--- config.mk ---
export PLATFORM = sky130hd
export DESIGN_NAME = host_link_controller
export DESIGN_NICKNAME = d
export VERILOG_FILES = /design/src/rtl/host_link_controller_pkg.sv /design/src/rtl/host_link_controller_edge_detect.sv /design/src/rtl/host_link_controller.sv
export SDC_FILE = /design/constraint.sdc
export NUM_CORES = 1
export LEC_CHECK = 0
export BUFFER_PORTS_ARGS = -buffer_cell sky130_fd_sc_hd__buf_2
export CORE_UTILIZATION = 51
export CTS_BUF_LIST = sky130_fd_sc_hd__clkbuf_8
export DETAILED_ROUTE_END_ITERATION = 6
export PLACE_DENSITY = 0.74
export SYNTH_ARGS = -nofsm -noshare
export SYNTH_HDL_FRONTEND = slang
export SYNTH_HIERARCHICAL = 1
export SYNTH_SLANG_ARGS = --single-unit
export TNS_END_PERCENT = 20
--- constraint.sdc ---
create_clock -name i_clock -period 4.2 [get_ports i_clock]
set_input_delay 0.21 -clock i_clock [delete_from_list [all_inputs] [get_ports i_clock]]
set_output_delay 0.21 -clock i_clock [all_outputs]
set_load 0.005 [all_outputs]
--- src/rtl/host_link_controller_pkg.sv ---
// Shared definitions for the host link controller: one-hot state encodings,
// default BIP I control bytes and the rising-edge convention for done flags.
package host_link_controller_pkg;

    typedef enum logic [7:0] {
        ST_IDLE     = 8'b0000_0001,
        ST_SEND_RST = 8'b0000_0010,
        ST_SEND_RUN = 8'b0000_0100,
        ST_RX_CC_L  = 8'b0000_1000,
        ST_RX_CC_H  = 8'b0001_0000,
        ST_RX_ACC_L = 8'b0010_0000,
        ST_RX_ACC_H = 8'b0100_0000,
        ST_DONE     = 8'b1000_0000
    } state_t;

    localparam logic [7:0] CMD_RESET_DEFAULT = 8'h01;
    localparam logic [7:0] CMD_RUN_DEFAULT   = 8'h02;

    // Done flags are registered once; an event is flag high while the copy is low.
    localparam logic FLAG_RESET_VALUE = 1'b0;

    function automatic logic rising_edge(input logic cur, input logic prev);
        return cur & ~prev;
    endfunction

    function automatic logic is_rx_state(input state_t s);
        return (s == ST_RX_CC_L) || (s == ST_RX_CC_H) ||
               (s == ST_RX_ACC_L) || (s == ST_RX_ACC_H);
    endfunction

endpackage

--- src/rtl/host_link_controller_edge_detect.sv ---
// Registers a level flag and emits a one-cycle pulse on its rising edge.
// Latency: pulse is combinational in the first cycle the flag is seen high.
module link_edge_detect
    import host_link_controller_pkg::*;
(
    input  logic i_clock,
    input  logic i_reset,
    input  logic flag,
    output logic pulse
);

    logic flag_q;

    always_ff @(posedge i_clock or negedge i_reset) begin
        if (!i_reset) begin
            flag_q <= FLAG_RESET_VALUE;
        end else begin
            flag_q <= flag;
        end
    end

    assign pulse = rising_edge(flag, flag_q);

endmodule

--- src/rtl/host_link_controller.sv ---
// Host-side BIP I emulator: sends RESET/RUN bytes, reassembles CC and ACC from four rx bytes.
// Result valid 2 cycles after the final rx event; optional rx watchdog under HOST_LINK_TIMEOUT_EN.
module host_link_controller
    import host_link_controller_pkg::*;
#(
    parameter int                     CC_LENGTH      = 11,
    parameter int                     ACC_LENGTH     = 16,
    parameter int                     WORD_LENGTH    = 8,
    parameter logic [WORD_LENGTH-1:0] CMD_RESET      = CMD_RESET_DEFAULT,
    parameter logic [WORD_LENGTH-1:0] CMD_RUN        = CMD_RUN_DEFAULT,
    parameter int                     TIMEOUT_CYCLES = 1000000
) (
    input  logic                   i_clock,
    input  logic                   i_reset,
    input  logic                   i_start,
    input  logic                   i_tx_done,
    input  logic                   i_rx_done,
    input  logic [WORD_LENGTH-1:0] i_data_rx,
    output logic                   o_tx_start,
    output logic [WORD_LENGTH-1:0] o_data_tx,
    output logic                   o_busy,
    output logic                   o_result_valid,
    output logic [CC_LENGTH-1:0]   o_CC,
    output logic [ACC_LENGTH-1:0]  o_ACC,
    output logic                   o_error
);

    if (CC_LENGTH < 9 || CC_LENGTH > 16 || ACC_LENGTH < 9 || ACC_LENGTH > 16 ||
        WORD_LENGTH < 8 || TIMEOUT_CYCLES < 2) begin : g_param_check
        $error("host_link_controller: parameter out of range");
    end

    state_t                  state;
    state_t                  state_nxt;
    logic                    tx_evt;
    logic                    rx_evt;
    logic [CC_LENGTH-1:0]    cc_shadow;
    logic [ACC_LENGTH-1:0]   acc_shadow;

    link_edge_detect u_tx_edge (
        .i_clock (i_clock),
        .i_reset (i_reset),
        .flag    (i_tx_done),
        .pulse   (tx_evt)
    );

    link_edge_detect u_rx_edge (
        .i_clock (i_clock),
        .i_reset (i_reset),
        .flag    (i_rx_done),
        .pulse   (rx_evt)
    );

`ifdef HOST_LINK_TIMEOUT_EN
    localparam int TMO_W = (TIMEOUT_CYCLES > 2) ? $clog2(TIMEOUT_CYCLES) : 1;

    logic [TMO_W-1:0] tmo_cnt;
    logic             tmo_hit;

    // A byte arriving on the terminal count wins over the watchdog.
    assign tmo_hit = is_rx_state(state) && !rx_evt &&
                     (tmo_cnt == TMO_W'(TIMEOUT_CYCLES - 1));

    always_ff @(posedge i_clock or negedge i_reset) begin
        if (!i_reset) begin
            tmo_cnt <= '0;
            o_error <= 1'b0;
        end else begin
            o_error <= tmo_hit;
            if ((state == ST_SEND_RUN && tx_evt) || (is_rx_state(state) && rx_evt)) begin
                tmo_cnt <= '0;
            end else if (is_rx_state(state)) begin
                tmo_cnt <= tmo_cnt + 1'b1;
            end
        end
    end
`else
    assign o_error = 1'b0;
`endif

    always_comb begin
        state_nxt = state;
        unique case (state)
            ST_IDLE:     if (i_start) state_nxt = ST_SEND_RST;
            ST_SEND_RST: if (tx_evt)  state_nxt = ST_SEND_RUN;
            ST_SEND_RUN: if (tx_evt)  state_nxt = ST_RX_CC_L;
            ST_RX_CC_L:  if (rx_evt)  state_nxt = ST_RX_CC_H;
            ST_RX_CC_H:  if (rx_evt)  state_nxt = ST_RX_ACC_L;
            ST_RX_ACC_L: if (rx_evt)  state_nxt = ST_RX_ACC_H;
            ST_RX_ACC_H: if (rx_evt)  state_nxt = ST_DONE;
            ST_DONE:                  state_nxt = ST_IDLE;
            default:                  state_nxt = ST_IDLE;
        endcase
`ifdef HOST_LINK_TIMEOUT_EN
        if (tmo_hit) state_nxt = ST_IDLE;
`endif
    end

    always_ff @(posedge i_clock or negedge i_reset) begin
        if (!i_reset) begin
            state <= ST_IDLE;
        end else begin
            state <= state_nxt;
        end
    end

    assign o_tx_start = (state == ST_SEND_RST) || (state == ST_SEND_RUN);
    assign o_busy     = (state != ST_IDLE);

    // The command byte is loaded on entry so it is stable for the whole SEND state.
    always_ff @(posedge i_clock or negedge i_reset) begin
        if (!i_reset) begin
            o_data_tx <= '0;
        end else if (state_nxt == ST_SEND_RST && state == ST_IDLE) begin
            o_data_tx <= CMD_RESET;
        end else if (state_nxt == ST_SEND_RUN && state == ST_SEND_RST) begin
            o_data_tx <= CMD_RUN;
        end
    end

    always_ff @(posedge i_clock or negedge i_reset) begin
        if (!i_reset) begin
            cc_shadow  <= '0;
            acc_shadow <= '0;
        end else if (rx_evt) begin
            case (state)
                ST_RX_CC_L:  cc_shadow[7:0]             <= i_data_rx[7:0];
                ST_RX_CC_H:  cc_shadow[CC_LENGTH-1:8]   <= i_data_rx[CC_LENGTH-9:0];
                ST_RX_ACC_L: acc_shadow[7:0]            <= i_data_rx[7:0];
                ST_RX_ACC_H: acc_shadow[ACC_LENGTH-1:8] <= i_data_rx[ACC_LENGTH-9:0];
                default: ;
            endcase
        end
    end

    always_ff @(posedge i_clock or negedge i_reset) begin
        if (!i_reset) begin
            o_result_valid <= 1'b0;
            o_CC           <= '0;
            o_ACC          <= '0;
        end else begin
            o_result_valid <= (state == ST_DONE);
            if (state == ST_DONE) begin
                o_CC  <= cc_shadow;
                o_ACC <= acc_shadow;
            end
        end
    end

endmodule

==> run_results.csv <==
group,metric,value,unit
floorplan,ios,52,
final_layout,regArea,1680,um2
grt,grt_max_degree,37,
pwr,p_int,1.02,mW
setup_path,path_max_fanout,13,
sta,period_share,54.5,%
logic_synthesis,synth_top_area_share,57.6,%
outcome,status,"complete, no violations",
grt,grt_overflow,0,
floorplan,initial_utilization,54.4,%
setup_path,cp-start-kind,"register",
place,dp.cells,307,
clock_network,cts_buffers,9,
floorplan,die_area,5920,um2
floorplan,die_h,77.0,um
sta,max_freq,437,MHz
clock_network,clock-sinks,67,
final_layout,instances_no_fill,326,
place,portBuffers,44,
flow_run,cap_viol_max_count,0,
floorplan,core,5270,um2
logic_synthesis,synth_cell_types,43,
grt,grt_pass1_vias,1746,
clock_network,cts_tree,"built",
setup_path,cp_data_required_time,4420,ps
final_layout,most-common-layout-cells,"dfrtp_1 (66), mux2_2 (46), buf_2 (44)",
logic_synthesis,synth_edf_count,0,
sta,setup_violations,0,
pwr,power_frac_comb,12.0,%
logic_synthesis,synth_flop_cell,"dfrtp_1",
sta,hold_viol_final,0,
route,route.vias.total,1749,
logic_synthesis,ys.warnings.count,6,
route,drtPass1Iterations,4,
logic_synthesis,yosysTopAreaCell,"dfrtp_1",
sta,tns,0,ps
logic_synthesis,syn_avg_cell_area,14.2,um2
final_layout,fin_util,62.9,%
logic_synthesis,seq_area_frac_synth,58.6,%
place,place_hpwl,3290,um
pwr,swShare,26.7,%
route,drc,0,
pwr,switching_power,0.371,mW
worst_hold_path,hold_path.class,"input pin to register",
final_layout,multi_input_comb_area,1090,um2
grt,grt_pass1_wl,8800,um
pwr,p_seq_share,51.0,%
final_layout,fin_nets,264,
clock_network,htree_levels,3,
route,wirelength,5020,um
clock_network,root_buffer,"clkbuf_8",
pwr,ir_drop,0.185,mV
setup_path,crit_path_end_kind,"register",
pwr,clock_power_share,36.9,%
final_layout,drive_gt1_share,48.0,%
logic_synthesis,ys_seq_elements,67,
route,detail-route-antenna-nets,0,
pwr,power,1.39,mW
logic_synthesis,synthTopCellsByArea,"dfrtp_1 (58%), mux2_2 (18%), mux2_4 (4.2%)",
sta,period_minus_slack,2290,ps
sta,holdWs,58.4,ps
final_layout,num-fill-cells,422,
final_layout,syn2layout_area_growth,15.7,%
grt,grt_use_total,19.8,%
route,wl_per_cell,15.4,um
grt,antenna_found_initial,0,
setup_path,crit_path_max_incr_delay,590,ps
setup_path,cp.arrival,2510,ps
place,gp_congestion,0.777,
sta,tightest_slew,804,ps
setup_path,worstSetupPathType,"register to register",
pwr,leakagePower,1.74,nW
logic_synthesis,netlist_instances,202,
final_layout,diodes,0,
floorplan,num_rows,26,
clock_network,ctsLongestPathBuffers,2,
sta,rsz0062_at_grt,"no",
pwr,p_per_area,420,nW/um2
route,drt_iter0_markers,145,
route,vias_per_cell,5.37,
setup_path,path_cells,"or4_4 -> nor3_4 -> and3_1 -> mux2_4",
sta,slew_violations,0,
sta,fin_worst_skew,9.03,ps
floorplan,die_w,77.0,um
sta,relSlewSlack,46.4,%
final_layout,mostFrequentLayoutCell,"dfrtp_1",
setup_path,critPathSlowestCell,"or4_4",
logic_synthesis,syn_area,2870,um2
clock_network,clk_pin_slew,70,ps
clock_network,clk_latency,340,ps
logic_synthesis,async_flop_share,100,%
metal layers:
layer	track usage, %	wire length [um]	vias to the layer above
li1	-	-	814
met5	0	0	-
met2	29.5	2360	44
met3	5.36	194	9
met1	26.7	2370	882
met4	9.81	101	0
power by group through the flow:
stage	Sequential (mW)	Clock, mW	Combinational [mW]
floorplan	0.695	0	0.148
global placement	0.721	0	0.163
detailed placement	0.722	0	0.167
CTS	0.710	0.528	0.170
global route	0.716	0.558	0.194
finish	0.711	0.515	0.168
through the flow:
step                      worst slack (ps)  instance area [um2]
after floorplan                       2320                 2890
after global placement                1990                 3090
after detailed placement              1900                 3090
after CTS                             1900                 3320
after global routing                  1790                 3320
final                                 1910                 3320
registers in the layout (all words and copies together), names as in the netlist:
register,cells
acc_shadow,16
o_ACC,16
cc_shadow,11
o_CC,11
state,8
o_data_tx,2
o_result_valid,1
u_rx_edge/flag_q,1
u_tx_edge/flag_q,1
worst max-delay path, delay by kind of cell, from the launching register on:
family	cells	cell delay [ps]
muxes	1	350
DFF	1	510
and+or+nand+nor	3	1320
worst paths after layout:
| kind | from | end | slack, ps | cells past startpoint |
|---|---|---|---|---|
| max | state[2] | acc_shadow[12] | 1910 | 4 |
| min | i_start | state[0] | 60 | 2 |
| max reg2reg | state[2] | acc_shadow[12] | 1910 | 4 |
| min reg2reg | o_ACC[9] | o_ACC[9] | 500 | 1 |
| max in group asynchronous | i_reset | acc_shadow[2] | 2800 | 3 |
| min in group asynchronous | i_reset | o_CC[6] | 500 | 2 |
logic make-up (layout without fill, tap and decap cells):
logic type                Yosys count  count (layout)  share of synthesized area, %
AOI/OAI and AO/OA                  15              15                          3.10
xor gates and xnor gates            3               3                         0.917
buffers and inverters              18              66                          4.28
DFF                                67              67                          58.6
muxes                              54              54                          22.3
other                               1               7                         0.131
and+or+nand+nor                    44              44                          10.7
synthesized netlist by cell type, types with 2 or more instances:
library cell	count
nor3b_1	4
nand2_1	5
a21oi_1	5
dfrtp_1	66
nor4_1	2
nor3_1	4
buf_2	2
xor2_1	2
buf_6	2
o21ai_0	4
clkbuf_1	3
nand3b_1	2
mux2_4	8
nor4b_1	2
nor2b_4	2
nor2b_1	3
buf_4	10
nor2_1	6
mux2_2	46
cell type report:
class	count	area share [%]
clock buffers	9	3.74
clock inverters	7	2.11
flip-flops and latches	67	50.6
repair buffers	49	8.00
multi-input cells	123	32.8
inverters	1	0.113
well taps	70	2.64
what timing repair did:
action	4_1_cts	5_1_grt
buffers inserted	0	0
resized for setup	0	0
hold buffers	3	0
hold endpoints to repair	36	0
(Power assumes the default switching activity.)
